$ cat src/rtl/fcsr_unit.sv
// RV32F floating-point CSR unit: frm, sticky fflags accrued from LANES FPU lanes, Zicsr access to 0x001..0x003.
// Optional FCSR_IRQ_EN adds an fcsr[12:8] flag-interrupt mask and a registered irq level.
module fcsr_unit #(
  parameter int LANES = 2,
  parameter int XLEN  = 32
) (
  input  logic                 clock,
  input  logic                 reset,
  input  logic                 csr_valid,
  input  logic [1:0]           csr_op,
  input  logic [11:0]          csr_addr,
  input  logic [XLEN-1:0]      csr_wdata,
  output logic [XLEN-1:0]      csr_rdata,
  output logic                 csr_rvalid,
  output logic                 csr_err,
  input  logic [LANES-1:0]     exc_valid,
  input  logic [5*LANES-1:0]   exc_flags,
  input  logic [2:0]           instr_rm,
  output logic [2:0]           rm_eff,
  output logic                 rm_illegal,
  output logic [2:0]           frm,
  output logic [4:0]           fflags,
  output logic [31:0]          fcsr_status,
  output logic                 irq
);

  localparam logic [11:0] ADDR_FFLAGS = 12'h001;
  localparam logic [11:0] ADDR_FRM    = 12'h002;
  localparam logic [11:0] ADDR_FCSR   = 12'h003;
  localparam logic [1:0]  OP_RW = 2'b01;
  localparam logic [1:0]  OP_RS = 2'b10;
  localparam logic [1:0]  OP_RC = 2'b11;

  function automatic logic [4:0] csr_apply(input logic [1:0] op, input logic [4:0] old_v,
                                           input logic [4:0] opnd);
    case (op)
      OP_RW:   csr_apply = opnd;
      OP_RS:   csr_apply = old_v | opnd;
      OP_RC:   csr_apply = old_v & ~opnd;
      default: csr_apply = old_v;
    endcase
  endfunction

  logic [2:0]      frm_q, frm_d;
  logic [4:0]      fflags_q, fflags_d;
  logic [XLEN-1:0] rdata_q, rdata_d;
  logic            rvalid_q, err_q, err_d;
  logic [4:0]      mask_v, mask_d, acc, frm_w, ff_csr;
  logic            addr_ok, sel_ff, sel_frm;
  logic            unused_wdata;

  always_comb begin
    acc = '0;
    for (int i = 0; i < LANES; i++)
      if (exc_valid[i]) acc |= exc_flags[5*i +: 5];
  end

  always_comb begin
    addr_ok = (csr_addr == ADDR_FFLAGS) || (csr_addr == ADDR_FRM) || (csr_addr == ADDR_FCSR);
    sel_ff  = csr_valid && ((csr_addr == ADDR_FFLAGS) || (csr_addr == ADDR_FCSR));
    sel_frm = csr_valid && ((csr_addr == ADDR_FRM) || (csr_addr == ADDR_FCSR));

    ff_csr = sel_ff ? csr_apply(csr_op, fflags_q, csr_wdata[4:0]) : fflags_q;
    // Accrual is OR-ed in after the CSR write so a same-cycle clear cannot drop a new flag.
    fflags_d = ff_csr | acc;

    frm_w = csr_apply(csr_op, {2'b00, frm_q},
                      {2'b00, (csr_addr == ADDR_FCSR) ? csr_wdata[7:5] : csr_wdata[2:0]});
    frm_d = sel_frm ? frm_w[2:0] : frm_q;

    rdata_d = '0;
    case (csr_addr)
      ADDR_FFLAGS: rdata_d[4:0]  = fflags_q;
      ADDR_FRM:    rdata_d[2:0]  = frm_q;
      ADDR_FCSR:   rdata_d[12:0] = {mask_v, frm_q, fflags_q};
      default:     rdata_d       = '0;
    endcase
    err_d = csr_valid && !addr_ok;
  end

`ifdef FCSR_IRQ_EN
  logic [4:0] mask_q;
  logic       irq_q;

  always_comb begin
    mask_d = mask_q;
    if (csr_valid && (csr_addr == ADDR_FCSR))
      mask_d = csr_apply(csr_op, mask_q, csr_wdata[12:8]);
  end

  // irq tracks the next-state flags and mask so it lines up with fflags/fcsr_status.
  always_ff @(posedge clock) begin
    if (!reset) begin
      mask_q <= '0;
      irq_q  <= 1'b0;
    end else begin
      mask_q <= mask_d;
      irq_q  <= |(fflags_d & mask_d);
    end
  end

  assign mask_v       = mask_q;
  assign irq          = irq_q;
  assign unused_wdata = ^csr_wdata[XLEN-1:13];
`else
  assign mask_d       = '0;
  assign mask_v       = mask_d;
  assign irq          = 1'b0;
  assign unused_wdata = ^csr_wdata[XLEN-1:8];
`endif

  always_ff @(posedge clock) begin
    if (!reset) begin
      frm_q    <= '0;
      fflags_q <= '0;
      rdata_q  <= '0;
      rvalid_q <= 1'b0;
      err_q    <= 1'b0;
    end else begin
      frm_q    <= frm_d;
      fflags_q <= fflags_d;
      rdata_q  <= csr_valid ? rdata_d : '0;
      rvalid_q <= csr_valid;
      err_q    <= err_d;
    end
  end

  assign csr_rdata   = rdata_q;
  assign csr_rvalid  = rvalid_q;
  assign csr_err     = err_q;
  assign frm         = frm_q;
  assign fflags      = fflags_q;
  assign fcsr_status = {19'b0, mask_v, frm_q, fflags_q};

  assign rm_eff     = (instr_rm == 3'b111) ? frm_q : instr_rm;
  assign rm_illegal = (rm_eff >= 3'd5);

endmodule
$ cat config.mk
export PLATFORM = sky130hd
export DESIGN_NAME = fcsr_unit
export DESIGN_NICKNAME = d
export VERILOG_FILES = /design/src/rtl/fcsr_unit.sv
export SDC_FILE = /design/constraint.sdc
export NUM_CORES = 1
export LEC_CHECK = 0
export ABC_CLOCK_PERIOD_IN_PS = 1900
export CORE_MARGIN = 2
export CORE_UTILIZATION = 26
export DETAILED_ROUTE_END_ITERATION = 6
export GPL_ROUTABILITY_DRIVEN = 1
export GPL_TIMING_DRIVEN = 0
export PLACE_DENSITY = 0.76
export SYNTH_ARGS = -nofsm -noshare
export SYNTH_HDL_FRONTEND = slang
export SYNTH_SLANG_ARGS = --single-unit
$ cat constraint.sdc
create_clock -name clock -period 1.9 [get_ports clock]
set_input_delay 0.285 -clock clock [delete_from_list [all_inputs] [get_ports clock]]
set_output_delay 0.285 -clock clock [all_outputs]
set_load 0.01 [all_outputs]
Word level (Yosys, flattened, before mapping)
Index checks and enable logic that the tools add are counted.
{"block": "totals", "register_bits": 42, "inputBits": 64}
{"block": "classes", "n_eq_ne": 7, "n_mux": 8, "magnitude_cmp": 1, "bitwise": 8, "n_reduce_logical": 14}
{"op": "$eq A12 B2 Y1 const B", "n": 2}
{"op": "$mux W5", "n": 3}
{"op": "$or A5 B5 Y5", "n": 3}
{"op": "$pmux W5 S3", "n": 1}
{"op": "$eq A12 B1 Y1 const B", "n": 1}
{"op": "$pmux W3 S3", "n": 1}
{"op": "$mux W3", "n": 2}
{"op": "$pmux W3 S2", "n": 1}
{"op": "$reduce_and A3 Y1", "n": 2}
{"op": "$and A5 B5 Y5", "n": 1}
{"op": "$not A5 Y5", "n": 1}
{"op": "$eq A2 B2 Y1 const B", "n": 2}
{"op": "$logic_or A1 B1 Y1", "n": 4}
{"op": "$reduce_and A2 Y1", "n": 2}
{"op": "$and A3 B3 Y3", "n": 1}
{"op": "$eq A3 B3 Y1 const B", "n": 1}
{"op": "$ge A3 B3 Y1 const B", "n": 1}
{"op": "$logic_and A1 B1 Y1", "n": 3}
{"op": "$not A3 Y3", "n": 1}
{"op": "$or A3 B3 Y3", "n": 1}
{"op": "$reduce_bool A3 Y1", "n": 1}
{"op": "$eq A2 B1 Y1 const B", "n": 1}
{"op": "$reduce_or A2 Y1", "n": 1}
{"op": "$logic_not A1 Y1", "n": 1}

Depth between registers and ports, before layout
{"block": "depth", "word_depth": 5, "ltp_mapped": 5}

Worst setup path before layout
Ideal clock, no wire load.
{"block": "synth_path", "kind": "input -> register", "start": "input csr_addr[9]", "end": "register frm_q[1] (netlist: frm[1])", "path_stages": 5, "t_arrival_ns": 1.900, "slack_ns": -0.074, "n_path_buf": 1, "path_cell_list": "or4_4 -> buf_6 -> or4_4 -> a211o_1 -> a31oi_1"}
{"block": "synth_via", "elab_chain_cells": 5}
{"item": "start, declared", "line_no": "11", "text": "input logic [11:0] csr_addr,"}
{"item": "$eq A12 B2 Y1", "line_no": "61, 68"}
{"item": "$mux W3", "line_no": "68", "text": "{2'b00, (csr_addr == ADDR_FCSR) ? csr_wdata[7:5] : csr_wdata[2:0]});"}
{"item": "$not A3 Y3", "line_no": "39", "text": "OP_RC: csr_apply = old_v & ~opnd;"}
{"item": "$and A3 B3 Y3", "line_no": "39"}
{"item": "$pmux W3 S3", "line_no": "36", "text": "case (op)"}
{"item": "end signal, assigned", "line_no": "120", "text": "frm_q <= frm_d;"}
{"item": "end, declared", "line_no": "44", "text": "logic [2:0] frm_q, frm_d;"}
Parallel ways exist; a longest one is shown, timed or not.
A chain may end at the register's enable or synchronous reset.

Worst setup path after layout
{"block": "layout_path", "start": "input csr_addr[10]", "end": "register frm_q[2] (netlist: frm[2])"}
Same word-level chain as after synthesis.

==> impl_metrics.json <==
{
  "synth_top_area_share_pct": 30.6,
  "cpLargestDelayFamily": "simple AND/OR/NAND/NOR gates",
  "hold_end": "fflags[3]",
  "cp.arrival_ps": 2050,
  "min_from": "fflags[3]",
  "fin_ws_ps": 15.6,
  "place_hpwl_mm": 3.34,
  "dp.cells": 357,
  "cp_slowest_cell": "or4_4",
  "ir_drop_mv": 0.225,
  "r2r_cells": 2,
  "die_height_um": 77.3,
  "wire_per_inst_um": 11.0,
  "layout-drive-gt1-share_pct": 30.8,
  "critPathCaptureType": "flip-flop",
  "reg2reg_to": "frm[2]",
  "antennaDiodeCount": 0,
  "layout.nets": 361,
  "path_clk_slew_ps": 60,
  "yosysUniqueCellTypes": 30,
  "antenna_found_initial": 0,
  "numCtsBuffers": 3,
  "yosysSeqAreaShare_pct": 25.8,
  "synth_flop_cell": "dfxtp_1",
  "cts_root_buf": "clkbuf_8",
  "drtIter0Drc": 68,
  "io_buffers": 68,
  "worstSetupPathType": "in -> reg",
  "std_cell_rows": 26,
  "firstDrtPassIters": 4,
  "grt_pass1_vias": 1470,
  "start_util_pct": 27.2,
  "yosys_warnings": 0,
  "slew_viol_final": 0,
  "cts_tree": "built",
  "power_density_nw_per_um2": 412,
  "start_kind": "input pin",
  "r2r_slack_ps": 990,
  "totalWireLength_mm": 4.02,
  "num-fill-cells": 529,
  "min_period_over_period_pct": 99.2,
  "syn2layout_area_growth_pct": 78.3,
  "slowest_delay_ps": 580,
  "synth_enable_flop_cells": 0,
  "vias_per_cell": 4.14,
  "yosysMostFrequentCell": "buf_4",
  "cts.path.max_buffers": 2,
  "syn_avg_cell_area_um2": 8.17,
  "fmax_ghz": 0.531,
  "worstHoldPathCells": 2,
  "synthTopCellsByCount": "buf_4 (57), dfxtp_1 (18), nand2_1 (9), nand4_1 (9), a31oi_1 (8)",
  "die_x_um": 77.3,
  "finalHoldViolCount": 0,
  "antenna_left": 0,
  "synthCells": 171,
  "die-area_um2": 5980,
  "grt_max_degree": 11,
  "cp_common_cell": "or4_4",
  "gr-total-overflow": 0,
  "cp_num_cells": 6,
  "grt_usage_pct": 12.7,
  "pre_cts_ws_ps": -548,
  "r2r_start": "frm[2]",
  "cp_data_required_time_ps": 2060,
  "path_max_fanout": 4,
  "core_um2": 5140,
  "min_period_ps": 1880,
  "cts-htree-levels": 1,
  "finalClockSkew_ps": 1.29,
  "grt_pass1_wl_mm": 6.31,
  "hold_class": "reg -> reg",
  "gp_congestion": 0.856,
  "vias": 1510,
  "clk_latency_ps": 240,
  "cts_sinks": 18,
  "ys_top_cells_by_area": "buf_4 (31%), dfxtp_1 (26%), nand4_1 (4.0%)",
  "drcViolationCount": 0,
  "max_cap_viol_count": 0,
  "syn_area_um2": 1400,
  "ys_seq_elements": 18,
  "power.leakage_nw": 1.14,
  "setup_viol": 0,
  "ios": 143,
  "ctsHoldBuffers": 0,
  "yosysTopAreaCell": "buf_4",
  "instances_no_fill": 365,
  "synthArstFlopShare_pct": 0,
  "status": "completed",
  "path_cells": "buf_2 -> or4_4 -> buf_4 -> or4_4 -> a211o_1 -> a31oi_1",
  "cp_num_buf_inv": 2,
  "post-route-util_pct": 48.5
}
per-stage QoR:
step	power (mW)	TNS, ps	instance area [um2]	hold slack (ps)
final	1.03	0	2490	521
after global placement	0.758	-6120	2350	492
after floorplan	0.607	0	1580	455
after CTS	1.02	0	2460	513
after global routing	1.08	-2.30	2490	540
after detailed placement	0.764	-6460	2350	501
logic make-up (layout without fill, tap and decap cells):
family | after synthesis | in the layout | synth area share, %
other | 1 | 49 | 0.268
buffers and inverters | 65 | 141 | 33.4
AO/OA/AOI/OAI | 37 | 37 | 18.4
XOR/XNOR | 1 | 1 | 0.627
flip-flops | 18 | 18 | 25.8
AND/OR/NAND/NOR | 49 | 49 | 21.6
timing repair:
action / CTS / global route
endpoints found under the setup margin: 14 / 10
pin swaps: 9 / 10
setup buffers: 4 / 2
gates resized for setup: 34 / 18
layer usage:
layer	global-route usage, %	routed length, um	up-vias
li1	-	-	765
met1	13.2	1480	652
met2	24.7	2140	89
met3	3.53	378	4
met4	3.39	22	0
met5	0	0	-
power breakdown:
part,switching (mW),internal [mW],total (mW)
registers,0.0120,0.389,0.401
logic,0.158,0.218,0.376
clock network,0.109,0.140,0.250
layout make-up:
class,count,area [um2],area share [%]
buffer,63,470,18.9
clock buffer,3,41.3,1.66
inverter,1,3.75,0.151
multi-input combinational,136,813,32.6
sequential,18,360,14.5
tap,70,87.6,3.51
timing repair buffer,74,716,28.7
registers in the layout, indices dropped and copies added (netlist names):
register / cells
csr_err: 1
csr_rdata: 8
csr_rvalid: 1
fflags: 5
frm: 3
how the worst max path moves through the flow:
stage                      to          from  slack, ps
floorplan           fflags[0]   csr_addr[9]         10
global placement       frm[1]   csr_addr[4]       -520
detailed placement  fflags[2]   csr_addr[4]       -550
CTS                    frm[0]   csr_addr[3]          9
global route           frm[2]  csr_addr[10]         -2
finish                 frm[2]  csr_addr[10]         20
cell usage in the layout (no fill, tap or decap):
master           instances
clkdlybuf4s50_1         57
nor2_1                   1
a211o_1                  3
a31oi_1                  8
clkbuf_1                 2
o41ai_2                  3
nand2_1                  9
buf_4                   62
a21oi_1                  3
buf_12                   1
dfxtp_1                 18
clkbuf_8                 4
xor2_2                   1
dlymetal6s2s_1           2
nor3_1                   1
o21ai_2                  5
and3_1                   4
nor2b_1                  5
o41ai_1                  3
clkdlybuf4s15_1          2
o21ai_0                  1
and4_1                   1
or2_4                    1
o211ai_1                 2
buf_6                    1
o21a_1                   4
a22oi_1                  5
nand4_1                  9
dlygate4sd2_1            2
nand3_1                  3
or4_4                    6
nand3b_1                 3
and2_1                   4
inv_1                    1
conb_1                  49
buf_2                    2
nor4_1                   2
clkbuf_2                 5
worst register-to-register path: stages, from the launching register on:
cell and delay, ps:
dfxtp_1 470, nand4_1 130, a31oi_1 220
No activity file was read; power rests on OpenSTA's default activity.
